File: src/rtl/io_bus_bridge_if.sv
// IO port bundle between the system-bus master, the bridge and its three slaves.
// The "slave" modport is the bridge's view; "master" is the environment driving it.
interface io_bus_bridge_if;
  // Master-side IO port
  logic [31:0] io_addr;
  logic        io_read;
  logic        io_write;
  logic [31:0] io_wdata;
  logic [1:0]  io_byte_size;
  logic [31:0] io_rdata;
  logic        io_ready;
  logic        io_err;

  // Shared slave request fields and one-hot select
  logic [31:0] s_addr;
  logic [31:0] s_wdata;
  logic [1:0]  s_byte_size;
  logic        s_we;
  logic [2:0]  s_req;

  // Per-slave responses: 0 = SDRAM, 1 = UART, 2 = GPIO
  logic [31:0] s0_rdata;
  logic [31:0] s1_rdata;
  logic [31:0] s2_rdata;
  logic        s0_ready;
  logic        s1_ready;
  logic        s2_ready;

  modport slave (
    input  io_addr, io_read, io_write, io_wdata, io_byte_size,
    output io_rdata, io_ready, io_err,
    output s_addr, s_wdata, s_byte_size, s_we, s_req,
    input  s0_rdata, s1_rdata, s2_rdata, s0_ready, s1_ready, s2_ready
  );

  modport master (
    output io_addr, io_read, io_write, io_wdata, io_byte_size,
    input  io_rdata, io_ready, io_err,
    input  s_addr, s_wdata, s_byte_size, s_we, s_req,
    output s0_rdata, s1_rdata, s2_rdata, s0_ready, s1_ready, s2_ready
  );
endinterface

File: src/rtl/io_bus_bridge.sv
// IO bus bridge: decodes one master access, routes it to SDRAM/UART/GPIO, checks
// alignment and mapping, bounds slave wait time and returns one io_ready pulse
// per access followed by a mandatory low cycle.
module io_bus_bridge #(
  parameter logic [31:0] MEM_BASE    = 32'h8000_0000,
  parameter logic [31:0] MEM_MASK    = 32'hF000_0000,
  parameter logic [31:0] UART_BASE   = 32'h1000_0000,
  parameter logic [31:0] GPIO_BASE   = 32'h1000_1000,
  parameter logic [31:0] PERIPH_MASK = 32'hFFFF_F000,
  parameter int unsigned TIMEOUT     = 255
) (
  input logic           clk,
  input logic           rst,
  io_bus_bridge_if.slave bus
);

  typedef enum logic [1:0] {StIdle, StReq, StResp, StGap} state_e;

  // Last counter value still inside the wait window; reaching it with no ready times out.
  localparam logic [7:0] TimeoutLast = 8'(TIMEOUT - 1);

  state_e      state_q, state_d;
  logic [7:0]  cnt_q, cnt_d;
  logic [2:0]  s_req_q, s_req_d;
  logic [31:0] s_addr_q, s_addr_d;
  logic [31:0] s_wdata_q, s_wdata_d;
  logic [1:0]  s_size_q, s_size_d;
  logic        s_we_q, s_we_d;
  logic [31:0] rdata_q, rdata_d;
  logic        err_q, err_d;

  logic        mem_hit, uart_hit, gpio_hit;
  logic [2:0]  hit_sel;
  logic        misalign;
  logic        dec_err;
  logic        sel_ready;
  logic [31:0] sel_rdata;

  // Address window decode and alignment check on the live request.
  always_comb begin
    mem_hit  = (bus.io_addr & MEM_MASK) == (MEM_BASE & MEM_MASK);
    uart_hit = (bus.io_addr & PERIPH_MASK) == (UART_BASE & PERIPH_MASK);
    gpio_hit = (bus.io_addr & PERIPH_MASK) == (GPIO_BASE & PERIPH_MASK);
    hit_sel  = 3'b000;
    if (mem_hit) begin
      hit_sel = 3'b001;
    end else if (uart_hit) begin
      hit_sel = 3'b010;
    end else if (gpio_hit) begin
      hit_sel = 3'b100;
    end
    misalign = 1'b0;
    case (bus.io_byte_size)
      2'd0:    misalign = bus.io_addr[1:0] != 2'b00;
      2'd1:    misalign = bus.io_addr[0];
      2'd2:    misalign = 1'b0;
      default: misalign = 1'b1;
    endcase
    dec_err = (hit_sel == 3'b000) || misalign;
  end

  // Response of the selected slave only; other slaves' readies are ignored.
  always_comb begin
    sel_ready = 1'b0;
    sel_rdata = 32'h0;
    unique case (s_req_q)
      3'b001: begin
        sel_ready = bus.s0_ready;
        sel_rdata = bus.s0_rdata;
      end
      3'b010: begin
        sel_ready = bus.s1_ready;
        sel_rdata = bus.s1_rdata;
      end
      3'b100: begin
        sel_ready = bus.s2_ready;
        sel_rdata = bus.s2_rdata;
      end
      default: begin
        sel_ready = 1'b0;
        sel_rdata = 32'h0;
      end
    endcase
  end

  // Next-state logic for the access FSM and its captured request/response.
  always_comb begin
    state_d   = state_q;
    cnt_d     = cnt_q;
    s_req_d   = s_req_q;
    s_addr_d  = s_addr_q;
    s_wdata_d = s_wdata_q;
    s_size_d  = s_size_q;
    s_we_d    = s_we_q;
    rdata_d   = rdata_q;
    err_d     = err_q;
    unique case (state_q)
      StIdle: begin
        if (bus.io_read || bus.io_write) begin
          s_addr_d  = bus.io_addr;
          s_wdata_d = bus.io_wdata;
          s_size_d  = bus.io_byte_size;
          s_we_d    = bus.io_write;
          if (dec_err) begin
            state_d = StResp;
            err_d   = 1'b1;
            rdata_d = 32'h0;
            s_req_d = 3'b000;
          end else begin
            state_d = StReq;
            s_req_d = hit_sel;
            cnt_d   = 8'd0;
          end
        end
      end
      StReq: begin
        // A ready on the timeout edge still wins.
        if (sel_ready) begin
          state_d = StResp;
          err_d   = 1'b0;
          rdata_d = s_we_q ? 32'h0 : sel_rdata;
          s_req_d = 3'b000;
        end else if (cnt_q >= TimeoutLast) begin
          state_d = StResp;
          err_d   = 1'b1;
          rdata_d = 32'hDEAD_BEEF;
          s_req_d = 3'b000;
        end else if (cnt_q != 8'hFF) begin
          cnt_d = cnt_q + 8'd1;
        end
      end
      StResp: begin
        state_d = StGap;
      end
      StGap: begin
        state_d = StIdle;
      end
      default: begin
        state_d = StIdle;
      end
    endcase
  end

  // State and datapath registers with synchronous reset.
  always_ff @(posedge clk) begin
    if (rst) begin
      state_q   <= StIdle;
      cnt_q     <= 8'd0;
      s_req_q   <= 3'b000;
      s_addr_q  <= 32'h0;
      s_wdata_q <= 32'h0;
      s_size_q  <= 2'd0;
      s_we_q    <= 1'b0;
      rdata_q   <= 32'h0;
      err_q     <= 1'b0;
    end else begin
      state_q   <= state_d;
      cnt_q     <= cnt_d;
      s_req_q   <= s_req_d;
      s_addr_q  <= s_addr_d;
      s_wdata_q <= s_wdata_d;
      s_size_q  <= s_size_d;
      s_we_q    <= s_we_d;
      rdata_q   <= rdata_d;
      err_q     <= err_d;
    end
  end

  // Outputs: io_err only qualifies the RESP pulse; io_rdata holds between accesses.
  always_comb begin
    bus.io_ready    = state_q == StResp;
    bus.io_err      = (state_q == StResp) && err_q;
    bus.io_rdata    = rdata_q;
    bus.s_req       = s_req_q;
    bus.s_addr      = s_addr_q;
    bus.s_wdata     = s_wdata_q;
    bus.s_byte_size = s_size_q;
    bus.s_we        = s_we_q;
  end

endmodule
File: src/flat_wrapper.sv
// flat-port wrapper written by rule: the top's interface ports become plain ports
module io_bus_bridge_flat 
#(
  parameter logic [31:0] MEM_BASE    = 32'h8000_0000,
  parameter logic [31:0] MEM_MASK    = 32'hF000_0000,
  parameter logic [31:0] UART_BASE   = 32'h1000_0000,
  parameter logic [31:0] GPIO_BASE   = 32'h1000_1000,
  parameter logic [31:0] PERIPH_MASK = 32'hFFFF_F000,
  parameter int unsigned TIMEOUT     = 255
)
  (clk, rst, bus_io_addr, bus_io_read, bus_io_write, bus_io_wdata, bus_io_byte_size, bus_io_rdata, bus_io_ready, bus_io_err, bus_s_addr, bus_s_wdata, bus_s_byte_size, bus_s_we, bus_s_req, bus_s0_rdata, bus_s1_rdata, bus_s2_rdata, bus_s0_ready, bus_s1_ready, bus_s2_ready);
  io_bus_bridge_if bus_i ();
  input logic clk;
  input logic rst;
  input wire logic [$bits(bus_i.io_addr)-1:0] bus_io_addr;
  input wire logic [$bits(bus_i.io_read)-1:0] bus_io_read;
  input wire logic [$bits(bus_i.io_write)-1:0] bus_io_write;
  input wire logic [$bits(bus_i.io_wdata)-1:0] bus_io_wdata;
  input wire logic [$bits(bus_i.io_byte_size)-1:0] bus_io_byte_size;
  output wire logic [$bits(bus_i.io_rdata)-1:0] bus_io_rdata;
  output wire logic [$bits(bus_i.io_ready)-1:0] bus_io_ready;
  output wire logic [$bits(bus_i.io_err)-1:0] bus_io_err;
  output wire logic [$bits(bus_i.s_addr)-1:0] bus_s_addr;
  output wire logic [$bits(bus_i.s_wdata)-1:0] bus_s_wdata;
  output wire logic [$bits(bus_i.s_byte_size)-1:0] bus_s_byte_size;
  output wire logic [$bits(bus_i.s_we)-1:0] bus_s_we;
  output wire logic [$bits(bus_i.s_req)-1:0] bus_s_req;
  input wire logic [$bits(bus_i.s0_rdata)-1:0] bus_s0_rdata;
  input wire logic [$bits(bus_i.s1_rdata)-1:0] bus_s1_rdata;
  input wire logic [$bits(bus_i.s2_rdata)-1:0] bus_s2_rdata;
  input wire logic [$bits(bus_i.s0_ready)-1:0] bus_s0_ready;
  input wire logic [$bits(bus_i.s1_ready)-1:0] bus_s1_ready;
  input wire logic [$bits(bus_i.s2_ready)-1:0] bus_s2_ready;
  assign bus_i.io_addr = bus_io_addr;
  assign bus_i.io_read = bus_io_read;
  assign bus_i.io_write = bus_io_write;
  assign bus_i.io_wdata = bus_io_wdata;
  assign bus_i.io_byte_size = bus_io_byte_size;
  assign bus_io_rdata = bus_i.io_rdata;
  assign bus_io_ready = bus_i.io_ready;
  assign bus_io_err = bus_i.io_err;
  assign bus_s_addr = bus_i.s_addr;
  assign bus_s_wdata = bus_i.s_wdata;
  assign bus_s_byte_size = bus_i.s_byte_size;
  assign bus_s_we = bus_i.s_we;
  assign bus_s_req = bus_i.s_req;
  assign bus_i.s0_rdata = bus_s0_rdata;
  assign bus_i.s1_rdata = bus_s1_rdata;
  assign bus_i.s2_rdata = bus_s2_rdata;
  assign bus_i.s0_ready = bus_s0_ready;
  assign bus_i.s1_ready = bus_s1_ready;
  assign bus_i.s2_ready = bus_s2_ready;
  io_bus_bridge #(.MEM_BASE(MEM_BASE), .MEM_MASK(MEM_MASK), .UART_BASE(UART_BASE), .GPIO_BASE(GPIO_BASE), .PERIPH_MASK(PERIPH_MASK), .TIMEOUT(TIMEOUT)) u_core (.clk(clk), .rst(rst), .bus(bus_i));
endmodule
File: config.mk
export PLATFORM = sky130hd
export DESIGN_NAME = io_bus_bridge_flat
export DESIGN_NICKNAME = d
export VERILOG_FILES = /design/src/rtl/io_bus_bridge_if.sv /design/src/rtl/io_bus_bridge.sv /design/src/flat_wrapper.sv
export SDC_FILE = /design/constraint.sdc
export NUM_CORES = 1
export LEC_CHECK = 0
export ABC_AREA = 1
export CORE_MARGIN = 2
export CORE_UTILIZATION = 38
export CTS_CLUSTER_DIAMETER = 60
export DETAILED_ROUTE_END_ITERATION = 10
export PLACE_DENSITY = 0.77
export SETUP_SLACK_MARGIN = 0.1
export SLEW_MARGIN = 25
export SYNTH_ARGS = -nofsm -noshare
export SYNTH_HDL_FRONTEND = slang
export SYNTH_SLANG_ARGS = --single-unit
File: constraint.sdc
create_clock -name clk -period 4 [get_ports clk]
set_clock_uncertainty 0.05 [all_clocks]
set_input_delay 0.6 -clock clk [delete_from_list [all_inputs] [get_ports clk]]
set_output_delay 0.6 -clock clk [all_outputs]
set_load 0.01 [all_outputs]
==> metrics.md <==
| Metric | Value |
|---|---|
| Core region area | around 14000 um^2 |
| DP Wirelength | around 13000 um |
| Tmin final | about 2.7 ns |
| Synth warnings | 0 |
| Die Wd | around 120 um |
| Worst-Margin Slew | ~0.84 ns |
| WL per Instance | ~15 um |
| #FFs+latches synth | 113 |
| Fill count | roughly 1200 |
| Drt first-iter violations | between 400 and 500 |
| Final #Nets | roughly 1200 |
| GPL Wtd Cong | 0.801 |
| CP max FO | 44 |
| CP arrival | around 3.0 ns |
| Grt total ovfl | 0 |
| Max Cap Viol | 0 |
| Asr flop ratio synth | 0% |
| Initial antenna violation count | 0 |
| CP Launch Type | register |
| Final Max Slew Viols | 0 |
| Area contributors post-synth | dfxtp_1, nand2_1, nor2_1 |
| Static Leak | 3.63 nW |
| Vias in the first global route | just under 6000 |
| Effective utilization at floorplan | 38.6% |
| CTS hold repair buffers | 0 |
| Worst hold path type | reg2reg |
| First-pass GRT wire length | approximately 28000 um |
| Synth top area share | 42.7% |
| Post-route ant nets | 0 |
| Mapped Cells | just over 800 |
| Die ar. | between 10000 and 15000 um^2 |
| Synth area leader | dfxtp_1 |
| Clock root cell | clkbuf_16 |
| Largest net degree at the start of global routing | between 70 and 80 |
| CTS resizes | 0 |
| Inserted Clock Buffers | 17 |
| PD cells | around 640 nW/um^2 |
| Maximum achievable frequency | approximately 370 MHz |
| Post-Route Setup TNS | 0 ns |
| Hold Fails Final Rpt | 0 |
| Ratio of cells with drive above 1 in the final layout | between 5 and 6% |
| Library cells used by synthesis | 26 |
| DR vias | roughly 6000 |
| Top_reg_cell synth | dfxtp_1 |
| Final Power | ~5.6 mW |
| Relative slew slack | ~44% |
| Vias per cell | roughly 4.8 |
| Die Ht | around 120 um |
| Clk sink count | 113 |
| EDFF count, synth | 0 |
| Ports | 273 |
| Clk buf depth | 2 |
| DRC Markers | 0 |
| Row count | 43 |
| Clk_lat worst skew | slightly above 0.4 ns |
| Req. time, crit path | 4.23 ns |
| Setup-failing EPs final | 0 |
| Syn Area/Cell | 6.45 um^2 |
| Syn nets | 994 |
| Setup bufs post-CTS | 0 |
| Pre-antenna DRT Iters | 8 |
| WS Path Type | reg2reg |
| Worst setup EP type | register |
| CTS H-tree depth | 4 |
| Sequential cell area fraction in the yosys report | about 43% |
| Unrepaired setup endpoints after global routing | false |
| Status | completed |
| Clock-pin slew on the worst setup and hold paths | roughly 0.05 ns |
| Synth Cell Area | about 5300 um^2 |
| Gr usage total | about a quarter |
| Maximum vdd ir drop | roughly 0.00043 V |
| IO buf count | between 200 and 300 |
| Area Overhead vs Synth | 65.4% |
| Final WL | between 15000 and 20000 um |
| Diodes inserted | 0 |
| Fin crit share | around 68% |
| CTS tree | yes |
[area by class of cell]
class	count	area (um^2)	area share (%)
tap	180	225	2.57
timing repair buffer	284	2810	32.1
clock buffer	22	484	5.53
sequential	113	2260	25.8
multi-input combinational	629	2730	31.2
clock inverter	10	131	1.50
inverter	27	103	1.17
[kinds of logic (layout without fill, tap and decap cells)]
logic type	count (synthesis)	after routing	share of synthesized area [%]
buffers and inverters	78	343	6.00
adders and majority gates	5	5	1.18
DFF	113	113	42.7
xor gates and xnor gates	1	1	0.166
AOI/OAI and AO/OA	130	130	12.4
and+or+nand+nor	493	493	37.5
[per-layer routing]
| metal | track usage, % | share of wire (%) | vias up |
|---|---|---|---|
| li1 | - | - | 3135 |
| met1 | 27.0 | 41 | 2739 |
| met2 | 41.6 | 46 | 234 |
| met3 | 10.8 | 12 | 18 |
| met4 | 8.48 | 1.4 | 0 |
| met5 | 0 | 0 | - |
[path summary, 6_finish.rpt]
kind,startpoint,to,slack [ns],cells past startpoint
max,u_core.bus.s_req[1]$_SDFFE_PP0P_,u_core.bus.io_rdata[6]$_SDFFE_PP0P_,1.28,13
min,u_core.bus.io_rdata[3]$_SDFFE_PP0P_,u_core.bus.io_rdata[3]$_SDFFE_PP0P_,0.41,2
max reg2reg,u_core.bus.s_req[1]$_SDFFE_PP0P_,u_core.bus.io_rdata[6]$_SDFFE_PP0P_,1.28,13
min reg2reg,u_core.bus.io_rdata[3]$_SDFFE_PP0P_,u_core.bus.io_rdata[3]$_SDFFE_PP0P_,0.41,2
[per-stage QoR]
step | instance area, um^2 | setup WS (ns) | hold WS, ns | util [%] | std cells
after detailed placement | 8140 | 1.06 | 0.402 | 59.3 | 1233
after global routing | 8750 | 0.934 | 0.433 | 63.8 | 1265
after floorplan | 5290 | 2.14 | 0.391 | - | 820
after CTS | 8750 | 1.26 | 0.410 | 63.8 | 1265
after global placement | 8140 | 1.09 | 0.397 | 59.3 | 1233
final | 8750 | 1.28 | 0.409 | 63.8 | 1265
[registers in the layout, summed over array words and instances (netlist names)]
name / count
u_core.bus.io_rdata: 32
u_core.bus.s_addr: 32
u_core.bus.s_wdata: 32
u_core.cnt_q: 8
u_core.bus.s_req: 3
u_core.bus.s_byte_size: 2
u_core.state_q: 2
u_core.bus.s_we: 1
u_core.err_q: 1
[cell usage after synthesis, types with 3 or more instances]
cell and n:
inv_2 4, o21ai_0 70, ha_1 5, nor2_1 166, inv_1 21, a21oi_1 56
clkbuf_1 39, buf_2 7, nor3_1 3, nand2_1 233, buf_4 4, nand3_1 80
dfxtp_1 113
[where the power goes]
group | total (mW) | leakage (nW) | switching (mW) | internal, mW
Combinational | 2.38 | 2.40 | 1.31 | 1.07
Clock | 1.56 | 0.306 | 0.521 | 1.04
Sequential | 1.69 | 0.932 | 0.201 | 1.49
[critical path, cell delays in order (launching register included)]
cell	delay [ns]
dfxtp_1	0.44
nand2_1	0.10
nor2_2	0.08
buf_4	0.34
nand2_1	0.10
nand3_1	0.17
inv_2	0.06
nand2_1	0.09
nand2_2	0.07
clkinv_2	0.04
buf_4	0.38
nand2_2	0.41
nand2_1	0.17
a21oi_1	0.07
[placed cells by master (no fill, tap or decap), types with 4 or more instances in the layout]
cell type,instances
a21oi_1,56
buf_4,12
clkbuf_16,17
clkbuf_8,4
clkdlybuf4s50_1,272
clkinv_2,6
dfxtp_1,113
ha_1,5
inv_1,20
inv_2,5
nand2_1,233
nand3_1,79
nor2_1,164
o21ai_0,70
No activity file was read; power rests on OpenSTA's default activity.
